`config.mk`:
```
export PLATFORM = sky130hd
export DESIGN_NAME = rol_seq
export DESIGN_NICKNAME = d
export VERILOG_FILES = /design/src/rtl/rol_seq.sv
export SDC_FILE = /design/constraint.sdc
export NUM_CORES = 1
export LEC_CHECK = 0
export ABC_CLOCK_PERIOD_IN_PS = 2900
export CORE_ASPECT_RATIO = 1.25
export CORE_MARGIN = 2
export CORE_UTILIZATION = 30
export DETAILED_ROUTE_END_ITERATION = 8
export DONT_BUFFER_PORTS = 1
export GPL_TIMING_DRIVEN = 0
export PLACE_DENSITY = 0.46
export RECOVER_POWER = 25
export SLEW_MARGIN = 25
export SYNTH_ARGS = -nofsm -noshare
export SYNTH_HDL_FRONTEND = slang
export SYNTH_SLANG_ARGS = --single-unit
```
`constraint.sdc`:
```
create_clock -name CLK -period 2.9 [get_ports CLK]
set_clock_uncertainty 0.2 [all_clocks]
set_input_delay 0.29 -clock CLK [delete_from_list [all_inputs] [get_ports CLK]]
set_output_delay 0.29 -clock CLK [all_outputs]
set_load 0.02 [all_outputs]
```
`src/rtl/rol_seq.sv`:
```
// rol_seq: multi-cycle rotate-left unit. Rotates DATA left by AMOUNT[AMT_W-1:0]
// positions, one position per clock, behind a START/BUSY/DONE handshake.
// OUT holds the last completed result; DONE strobes for one cycle when OUT updates.
module rol_seq #(
  parameter int WIDTH = 8,
  parameter int AMT_W = 3
) (
  input  logic             CLK,
  input  logic             RESET,
  input  logic             START,
  input  logic [WIDTH-1:0] DATA,
  input  logic [7:0]       AMOUNT,
  output logic [WIDTH-1:0] OUT,
  output logic             BUSY,
  output logic             DONE
);

  typedef enum logic [1:0] {
    IDLE   = 2'd0,
    ROTATE = 2'd1,
    FINISH = 2'd2
  } state_t;

  state_t             state, state_nxt;
  logic [WIDTH-1:0]   wr, wr_nxt;
  logic [AMT_W-1:0]   cnt, cnt_nxt;
  logic [WIDTH-1:0]   out_nxt;
  logic               busy_nxt;
  logic               done_nxt;
  logic [AMT_W-1:0]   amt;
  logic [WIDTH-1:0]   wr_rol;

  // Only the low AMT_W bits of AMOUNT matter; larger counts alias onto them.
  assign amt    = AMOUNT[AMT_W-1:0];
  assign wr_rol = {wr[WIDTH-2:0], wr[WIDTH-1]};

  logic unused_amount;
  assign unused_amount = ^AMOUNT[7:AMT_W];

  // Next-state and next-output logic; BUSY/DONE are derived from the next state
  // so that both leave the block as plain flops.
  always_comb begin
    state_nxt = state;
    wr_nxt    = wr;
    cnt_nxt   = cnt;
    out_nxt   = OUT;
    case (state)
      IDLE: begin
        if (START) begin
          wr_nxt  = DATA;
          cnt_nxt = amt;
          if (amt != '0) begin
            state_nxt = ROTATE;
          end else begin
            out_nxt   = DATA;
            state_nxt = FINISH;
          end
        end
      end
      ROTATE: begin
        wr_nxt  = wr_rol;
        cnt_nxt = cnt - AMT_W'(1);
        // The last rotate step publishes its result directly, so CNT never wraps.
        if (cnt == AMT_W'(1)) begin
          out_nxt   = wr_rol;
          state_nxt = FINISH;
        end
      end
      FINISH: begin
        state_nxt = IDLE;
      end
      default: begin
        state_nxt = IDLE;
      end
    endcase
    busy_nxt = (state_nxt != IDLE);
    done_nxt = (state_nxt == FINISH);
  end

  // State, datapath and output registers; reset aborts any operation in flight.
  always_ff @(posedge CLK or negedge RESET) begin
    if (!RESET) begin
      state <= IDLE;
      wr    <= '0;
      cnt   <= '0;
      OUT   <= '0;
      BUSY  <= 1'b0;
      DONE  <= 1'b0;
    end else begin
      state <= state_nxt;
      wr    <= wr_nxt;
      cnt   <= cnt_nxt;
      OUT   <= out_nxt;
      BUSY  <= busy_nxt;
      DONE  <= done_nxt;
    end
  end

endmodule

```
==> flow_metrics.py <==
metrics = {
    "route": {
        "totalWireLength_um": 1922,
        "first_pass_iters": 4,
        "drt_iter0_drc": 22,
        "remaining_drc_errors": 0,
        "viasPerCell": 4.899,
        "wl_per_cell_um": 13.93,
        "ant_nets": 0,
        "vias": 676,
    },
    "synth": {
        "synthDistinctLibCells": 22,
        "syn_area_per_cell_um2": 11.52,
        "ys.warnings.count": 0,
        "syn-num-nets": 114,
        "ys_ff_latch": 23,
        "ys_seq_area_frac": 0.5374,
        "synth_cells": 93,
        "synthesis.area_um2": 1071,
    },
    "critical_path": {
        "critPathLaunchType": "flip-flop",
        "crit_chain": "nor2b_2, buf_6, a32oi_2, buf_6, mux2_4",
        "slowest_delay_ns": 0.48,
        "critPathCaptureType": "flip-flop",
        "crit_top_cell": "buf_6",
        "reg2reg_slack_ns": 1.15,
        "required_ns": 2.85,
        "cp.arrival_ns": 1.70,
        "crit_family": "flip-flops",
        "crit_type": "flip-flop to flip-flop",
        "cp_max_fo": 10,
        "cp_num_buf_inv": 2,
        "cp_slowest_cell": "dfrtp_1",
    },
    "pwr": {
        "p_per_area_nw_per_um2": 1149,
        "p_switching_w": 0.0005351,
        "vdd_drop_max_v": 0.0004600,
        "clkPwrFrac": 0.146,
        "p_sw_frac": 0.3946,
        "p_leak_nw": 0.6132,
        "p_int_w": 0.0008209,
        "power_frac_seq": 0.487,
        "pwr-share-comb": 0.367,
    },
    "placed_design": {
        "gp_congestion": 0.6743,
        "dpl_worst_slack_ns": 1.144,
        "hpwl_um": 1395,
        "io_buffers": 0,
        "placedInstanceArea_um2": 1120,
        "dp.cells": 132,
    },
    "clock_network": {
        "cts_sinks": 23,
        "clk_pin_slew_worst_paths_ns": 0.08,
        "root_buffer": "clkbuf_8",
        "postCtsSetupBuffers": 0,
        "worstSkewPairLatency_ns": 0.26,
        "cts_max_level": 1,
        "numCtsBuffers": 3,
        "cts.repair.resized": 0,
        "tritoncts": "done",
        "clk_path_buf_depth": 2,
    },
    "timing": {
        "final-setup-viol-count": 0,
        "max_freq_ghz": 0.5715,
        "hold_viol": 0,
        "worst_slack_ns": 1.150,
        "worstMarginPinSlew_ns": 1.217,
        "fin_setup_tns_ns": 0,
        "finalMaxSlewViolations": 0,
        "slew_headroom": 0.1889,
        "grt_setup_unrepaired": "false",
        "fin_crit_ns": 1.750,
        "period_share": 0.6033,
    },
    "floorplan": {
        "ios": 29,
        "dieArea_um2": 4067,
        "core_area_um2": 3453,
        "initial_core_util": 0.3101,
        "rows": 24,
        "die_y_um": 70.81,
        "dieWidth_um": 57.44,
    },
    "cells_and_area": {
        "antennaDiodeCount": 0,
        "area_delta_synth_final_pct": 10.16,
        "final_nets": 121,
        "finalNonFillerCells": 138,
        "drive_above_1_share": 0.1818,
        "final_util": 0.3417,
        "final_area_um2": 1180,
    },
    "global_route": {
        "antenna_found_initial": 0,
        "grt_usage": 0.1081,
        "grt_overflow": 0,
        "first_global_vias": 733,
        "grt_max_degree": 24,
        "grt_pass1_wl_um": 3394,
    },
    "worst_hold_path": {
        "min_path_type": "input port to flip-flop",
    },
    "job": {
        "maxCapViolCount": 0,
    },
    "run_status": {
        "status": "finished, final reports clean",
    },
}
-- repair_timing --
| item | 4_1_cts | 5_1_grt |
|---|---|---|
| endpoints found under the hold margin | 23 | 23 |
| setup endpoints to repair | 0 | 0 |
| hold buffers | 1 | 1 |
-- metal layers --
| layer | vias up | wire length (um) | track usage |
|---|---|---|---|
| li1 | 322 | - | - |
| met1 | 325 | 879 | 0.1360 |
| met2 | 24 | 879 | 0.1717 |
| met3 | 5 | 128 | 0.03108 |
| met4 | 0 | 34 | 0.04651 |
| met5 | - | 0 | 0 |
-- cell families (layout without fill, tap and decap cells) --
family                   after synthesis  in the layout  share of synthesized area
AO/OA/AOI/OAI                         18             18                     0.1168
AND/OR/NAND/NOR                       14             14                    0.07009
multiplexers                          17             17                     0.1694
flip-flops                            23             23                     0.5374
buffers and inverters                 19             25                    0.08294
adder cells (fa/ha/maj)                2              2                    0.02336
-- layout make-up --
| type | instances | area [um2] |
|---|---|---|
| buffer | 4 | 32.53 |
| inverter | 15 | 56.30 |
| clock buffer | 3 | 41.29 |
| sequential | 23 | 575.6 |
| tap | 39 | 48.80 |
| fill | 353 | 2273 |
| clock inverter | 1 | 5.005 |
| timing repair buffer | 2 | 13.76 |
| multi-input combinational | 51 | 406.6 |
-- state kept, by name (all words and copies together), names as in the netlist --
signal and count:
DONE 1, wr 8, cnt 3, state 2
BUSY 1, OUT 8
-- worst paths after layout --
check / from / endpoint / cells past startpoint
min: DATA[5] / OUT[5] / 2
max: state[1] / OUT[6] / 5
min in group asynchronous: RESET / wr[4] / 2
min reg2reg: wr[2] / wr[2] / 2
max reg2reg: state[1] / OUT[6] / 5
max in group asynchronous: RESET / state[0] / 2
-- Yosys cell counts --
cell | n | area (um2)
o21ai_0 | 8 | 40.04
nor2b_2 | 1 | 8.760
inv_1 | 14 | 52.55
mux2i_1 | 14 | 140.1
nor3_1 | 1 | 5.000
o21bai_2 | 1 | 11.26
nor2_1 | 1 | 3.750
buf_6 | 2 | 22.52
mux2_2 | 1 | 11.26
a21oi_1 | 4 | 20.02
buf_2 | 2 | 10.01
o22a_1 | 1 | 8.760
nand2_1 | 7 | 26.28
mux2_4 | 2 | 30.03
nor3b_1 | 3 | 22.52
ha_1 | 2 | 25.02
o22a_2 | 2 | 20.02
a32oi_1 | 1 | 8.760
inv_2 | 1 | 3.750
a32oi_2 | 1 | 16.27
or3b_2 | 1 | 8.760
dfrtp_1 | 23 | 575.6
-- worst reg2reg max path, stage by stage, from the launching register on --
cell     delay [ns]
dfrtp_1        0.48
nor2b_2        0.07
buf_6          0.15
a32oi_2        0.23
buf_6          0.20
mux2_4         0.31
-- cells in the final DEF, fill, tap and decap left out --
| master | instances |
|---|---|
| nor3_1 | 1 |
| o21ai_0 | 8 |
| a21oi_1 | 4 |
| a32oi_1 | 1 |
| ha_1 | 2 |
| buf_6 | 2 |
| o21bai_2 | 1 |
| clkbuf_8 | 3 |
| nor3b_1 | 3 |
| o22a_1 | 1 |
| mux2_4 | 2 |
| nor2_1 | 1 |
| mux2i_1 | 14 |
| nand2_1 | 7 |
| clkinv_2 | 1 |
| clkbuf_1 | 1 |
| o22a_2 | 2 |
| or3b_2 | 1 |
| dlygate4sd3_1 | 1 |
| inv_1 | 14 |
| nor2b_2 | 1 |
| dfrtp_1 | 23 |
| inv_2 | 1 |
| a32oi_2 | 1 |
| buf_2 | 2 |
| mux2_2 | 1 |
-- power groups by stage --
stage	clock network, W	registers [W]	logic, W
after floorplan	0	0.000639	0.000421
after global placement	0	0.000666	0.000490
after detailed placement	0	0.000669	0.000500
after CTS	0.000208	0.000663	0.000509
after global routing	0.000222	0.000681	0.000573
final	0.000198	0.000661	0.000497
-- per-stage QoR --
| step | total power [W] | hold WS (ns) |
|---|---|---|
| global placement | 0.001156 | -0.2049 |
| global route | 0.001476 | 0.03912 |
| CTS | 0.001381 | 0.03939 |
| finish | 0.001356 | 0.04621 |
| detailed placement | 0.001169 | -0.2050 |
| floorplan | 0.001060 | -0.2056 |
Power figures use the tool's default switching activity.
